**config.mk**
```make
export PLATFORM = sky130hd
export DESIGN_NAME = uart_tx
export DESIGN_NICKNAME = d
export VERILOG_FILES = /design/src/rtl/uart_pkg.sv /design/src/rtl/uart_baud_tick.sv /design/src/rtl/uart_tx.sv
export SDC_FILE = /design/constraint.sdc
export NUM_CORES = 1
export LEC_CHECK = 0
export CAP_MARGIN = 40
export CELL_PAD_IN_SITES_DETAIL_PLACEMENT = 1
export CELL_PAD_IN_SITES_GLOBAL_PLACEMENT = 2
export CORE_ASPECT_RATIO = 1.25
export CORE_UTILIZATION = 38
export CTS_BUF_LIST = sky130_fd_sc_hd__clkbuf_2
export CTS_CLUSTER_DIAMETER = 150
export CTS_CLUSTER_SIZE = 24
export DETAILED_ROUTE_END_ITERATION = 8
export PLACE_DENSITY = 0.89
export SLEW_MARGIN = 20
export SYNTH_ARGS = -nofsm -noshare
export SYNTH_HDL_FRONTEND = slang
export SYNTH_SLANG_ARGS = --single-unit
```
**constraint.sdc**
```tcl
create_clock -name clk -period 3.35 [get_ports clk]
set_clock_uncertainty 0.2 [all_clocks]
set_input_delay 0.5025 -clock clk [delete_from_list [all_inputs] [get_ports clk]]
set_output_delay 0.5025 -clock clk [all_outputs]
set_load 0.05 [all_outputs]
```
**src/rtl/uart_pkg.sv**
```systemverilog
// uart_pkg: state encoding and line constants shared by the UART transmitter and receiver.
package uart_pkg;

    typedef enum logic [1:0] {
        IDLE  = 2'd0,
        START = 2'd1,
        DATA  = 2'd2,
        STOP  = 2'd3
    } uart_state_t;

    localparam logic LINE_IDLE            = 1'b1;
    localparam int   DEFAULT_CLKS_PER_BIT = 868;

endpackage

```
**src/rtl/uart_baud_tick.sv**
```systemverilog
// uart_baud_tick: bit-period counter 0..CLKS_PER_BIT-1 with a one-cycle tick at terminal count.
module uart_baud_tick import uart_pkg::*; #(
    parameter int CLKS_PER_BIT = DEFAULT_CLKS_PER_BIT
) (
    input  logic clk,
    input  logic rst,
    input  logic clr,
    output logic tick
);

    localparam int W = $clog2(CLKS_PER_BIT);

    logic [W-1:0] cnt;

    assign tick = cnt == W'(CLKS_PER_BIT - 1);

    always_ff @(posedge clk)
        cnt <= (rst || clr || tick) ? '0 : cnt + 1'b1;

endmodule

```
**src/rtl/uart_tx.sv**
```systemverilog
// uart_tx: serial transmitter, start bit + LSB-first data + stop bit(s), valid/ready word input.
module uart_tx import uart_pkg::*; #(
    parameter int CLKS_PER_BIT = DEFAULT_CLKS_PER_BIT,
    parameter int DATA_BITS    = 8,
    parameter int STOP_BITS    = 1
) (
    input  logic                 clk,
    input  logic                 rst,
    input  logic [DATA_BITS-1:0] tx_data,
    input  logic                 tx_valid,
    output logic                 tx_ready,
    output logic                 txd,
    output logic                 busy
);

    localparam int BW = $clog2(DATA_BITS + 1);

    uart_state_t          state, state_n;
    logic [DATA_BITS-1:0] shift, shift_n;
    logic [BW-1:0]        bit_cnt, bit_n;
    logic                 txd_n, tick, last_data, last_stop;

    // Baud counter is held at zero while idle so every frame starts on a fresh bit period.
    uart_baud_tick #(.CLKS_PER_BIT(CLKS_PER_BIT)) u_baud (
        .clk  (clk),
        .rst  (rst),
        .clr  (state == IDLE),
        .tick (tick)
    );

    assign tx_ready  = state == IDLE;
    assign busy      = ~tx_ready;
    assign last_data = bit_cnt == BW'(DATA_BITS - 1);
    assign last_stop = bit_cnt == BW'(STOP_BITS - 1);

    always_ff @(posedge clk) begin
        if (rst) begin
            state   <= IDLE;
            shift   <= '0;
            bit_cnt <= '0;
            txd     <= LINE_IDLE;
        end else begin
            state   <= state_n;
            shift   <= shift_n;
            bit_cnt <= bit_n;
            txd     <= txd_n;
        end
    end

    // bit_cnt counts data bits in DATA and stop bits in STOP.
    always_comb begin
        state_n = state;
        shift_n = shift;
        bit_n   = bit_cnt;
        txd_n   = txd;
        case (state)
            IDLE: if (tx_valid) begin
                state_n = START;
                shift_n = tx_data;
                bit_n   = '0;
                txd_n   = 1'b0;
            end
            START: if (tick) begin
                state_n = DATA;
                txd_n   = shift[0];
            end
            DATA: if (tick) begin
                shift_n = shift >> 1;
                state_n = last_data ? STOP : DATA;
                bit_n   = last_data ? '0 : bit_cnt + 1'b1;
                txd_n   = last_data ? LINE_IDLE : shift[1];
            end
            STOP: if (tick) begin
                state_n = last_stop ? IDLE : STOP;
                bit_n   = last_stop ? '0 : bit_cnt + 1'b1;
            end
            default: state_n = IDLE;
        endcase
    end

endmodule
```
==> metrics.md <==
| Metric | Value |
|---|---|
| Outcome | `completed` |
| Die span in x | `between 50 and 60 um` |
| Diode count | `0` |
| Layout net count | `195` |
| Setup TNS | `0 ns` |
| CTS root buffer | `clkbuf_2` |
| Routed len/inst | `~15 um` |
| CP Cell Sequence | `inv_1 > ha_1 > inv_1 > clkdlybuf4s50_1` |
| R2R depth | `7` |
| Clock transition at path regs | `0.22 ns` |
| Area grow syn2layout | `13.79%` |
| Gate count after technology mapping | `162` |
| Synth Register Bits | `25` |
| Fmax | `approximately 360 MHz` |
| Synthesized cell area | `1379 sq um` |
| CP max-delay cell | `clkdlybuf4s50_1` |
| Synth warn | `0` |
| Detail Route Antenna Nets | `0` |
| Fin area | `1569 sq um` |
| Max Root-Sink Buffers | `2` |
| RR Startpoint | `state[0]` |
| Sink Count | `25` |
| Share of cells above drive strength 1 | `roughly 8.0%` |
| Initial antenna violation count | `0` |
| Tcrit/Tclk final | `about 83%` |
| Final instance count without filler cells | `about 210` |
| Total CTS buffers | `3` |
| Grt ovf | `0` |
| DRT Pass-1 Iters | `4` |
| Post-CTS Setup Repair Bufs | `0` |
| RD Place Congestion | `0.8047` |
| DIE AREA | `3875 sq um` |
| Synth unique cells | `37` |
| Die Y | `69.35 um` |
| R2r endpoint | `bit_cnt[3]` |
| Via count | `approximately 1200` |
| CTS H-tree depth | `1` |
| Crit path capture type | `output pin` |
| Synth Net Count | `181` |
| Crit path max-delay family | `buffers and inverters` |
| Vias per inst | `5.617` |
| Relative slew margins | `65.65%` |
| Starting Density | `between 30% and 40%` |
| Power Dens Cells | `648.7 nW/um^2` |
| Max Cap Viol | `0` |
| DRC violations left | `0` |
| Sequential area share after synthesis | `36.30%` |
| Hold Path Depth | `2` |
| Hold_buf cts | `0` |
| CP Class | `register to output pin` |
| Leakage power | `0.5327 nW` |
| Maximum fanout along the worst path | `6` |
| Clk_lat worst skew | `0.36 ns` |
| Hold_ws | `a little under 0.3 ns` |
| Number of global-route vias before repair | `roughly 1300` |
| Synthesized area per cell | `8.511 sq um` |
| Most used cell, CP | `inv_1` |
| Hold Vio Cnt, Final | `0` |
| Hold WC Path Type | `register to register` |
| CP Launch Type | `register` |
| Core area | `around 3500 sq um` |
| Routed wire length | `3266 um` |
| Dpl hpwl | `2469 um` |
| Port bufs | `13` |
| Row cnt | `24` |
| R2R Setup Slk | `approximately 0.95 ns` |
| Worst Hold Path EP | `shift[7]` |
| Initial DRC Count | `17` |
| Placed insts | `210` |
| Largest net degree at the start of global routing | `23` |
| Hold_sp | `shift[7]` |
| CP peak stage delay | `0.80 ns` |
| Placement Cell Area | `1546 sq um` |
| Final Max Slew Viols | `0` |
| First-pass GRT wire length | `5568 um` |
| IO Pins | `14` |
| Setup violations, final | `0` |
| Peak supply drop | `~0.00036 V` |
| Post_cts resized | `0` |
| Crit path buf inv count | `3` |
| CP required | `2.65 ns` |
| Fin crit period | `2.781 ns` |
| TritonCTS clock tree | `built` |
| Worst slew pin tran | `0.5113 ns` |
| RSZ-0062 raised after global routing | `false` |
| Tot GR Track Use | `between 10% and 20%` |
| Critical path arrival | `2.08 ns` |
## layer usage
metal  vias to the layer above  wire [um]  GRT usage, %
met3                         6         66         2.612
met4                         0         57         7.859
li1                        604          -             -
met2                        17       1679         31.06
met1                       575       1463         21.38
met5                         -          0             0
## report_power, final
part / switching [mW] / internal, mW / total, mW
clock: 0.0937 / 0.0277 / 0.121
combinational: 0.309 / 0.202 / 0.511
sequential: 0.0352 / 0.350 / 0.385
## worst register-to-register path: stages (launching register included)
cell and delay (ns):
dfxtp_1 0.44, inv_1 0.11, ha_1 0.30, nor2b_1 0.16, buf_4 0.19, or2_2 0.34, or4_1 0.47, o22ai_1 0.17
## Yosys cell counts, drive strengths merged
cell type | n | area (sq um)
dfxtp | 25 | 500.5
nor2 | 18 | 67.56
a21oi | 13 | 65.06
o21ai | 12 | 60.06
inv | 10 | 37.54
ha | 8 | 100.1
mux2i | 8 | 80.08
or3 | 8 | 51.30
nand2 | 7 | 26.28
xnor2 | 6 | 52.55
nand3 | 5 | 25.02
clkbuf | 4 | 15.01
buf | 3 | 18.77
nand4 | 3 | 18.77
nor3 | 3 | 15.01
or4 | 3 | 22.52
nand4b | 2 | 17.52
nor3b | 2 | 15.01
o211ai | 2 | 15.01
o22ai | 2 | 12.51
o31ai | 2 | 15.01
or2 | 2 | 12.51
xor2 | 2 | 17.52
a211oi | 1 | 7.510
a22oi | 1 | 7.510
a31oi | 1 | 6.260
nand2b | 1 | 6.260
nand4bb | 1 | 11.26
nor2b | 1 | 6.260
o2111ai | 1 | 8.760
o311a | 1 | 10.01
o31a | 1 | 10.01
o32a | 1 | 11.26
o41a | 1 | 21.27
or3b | 1 | 11.26
## placed cells by master, fill, tap and decap left out, types with 3 or more instances in the layout
cell type,count
nor3_1,3
a21oi_1,13
inv_1,10
mux2i_1,8
nand3_1,5
or4_1,3
nand2_1,7
dfxtp_1,25
ha_1,8
nand4_1,3
clkbuf_2,3
or3_1,7
buf_4,3
o21ai_0,12
xnor2_1,6
nor2_1,18
clkdlybuf4s50_1,13
## worst max path at each step
stage              from          to  cells past startpoint
3_5_place_dp   tx_valid  bit_cnt[3]                      6
4_1_cts        state[0]        busy                      4
2_1_floorplan  state[0]  bit_cnt[3]                      6
5_1_grt        state[1]        busy                      4
3_3_place_gp   tx_valid  bit_cnt[3]                      6
6_report       state[0]        busy                      4
## state kept, by name (all words and copies together) (netlist names)
name	cells
txd	1
shift	8
bit_cnt	4
state	2
u_baud.cnt	10
## metrics by stage
stage	worst slack (ns)	total power [mW]	utilization [%]
after floorplan	1.086	0.7749	-
after CTS	0.5282	1.031	45.04
after global placement	0.9431	0.8783	44.40
after detailed placement	0.8515	0.9066	44.40
after global routing	0.4282	1.096	45.04
final	0.5690	1.018	45.04
## kinds of logic after synthesis
| logic type | count (synthesis) | synth area share (%) |
|---|---|---|
| buffers and inverters | 17 | 5.173 |
| and+or+nand+nor | 57 | 22.23 |
| adders and majority gates | 8 | 7.260 |
| xor gates and xnor gates | 8 | 5.082 |
| DFF | 25 | 36.30 |
| muxes | 8 | 5.808 |
| AOI/OAI and AO/OA | 39 | 18.15 |
## layout make-up
cell class                      count  area, sq um
Fill cell                         416         1914
Multi-Input combinational cell    120        807.0
Sequential cell                    25        500.5
Timing Repair Buffer               16        152.6
Tap cell                           39        48.80
Inverter                           10        37.54
Clock buffer                        3        15.01
Clock inverter                      1        7.507
(Power assumes the default switching activity.)
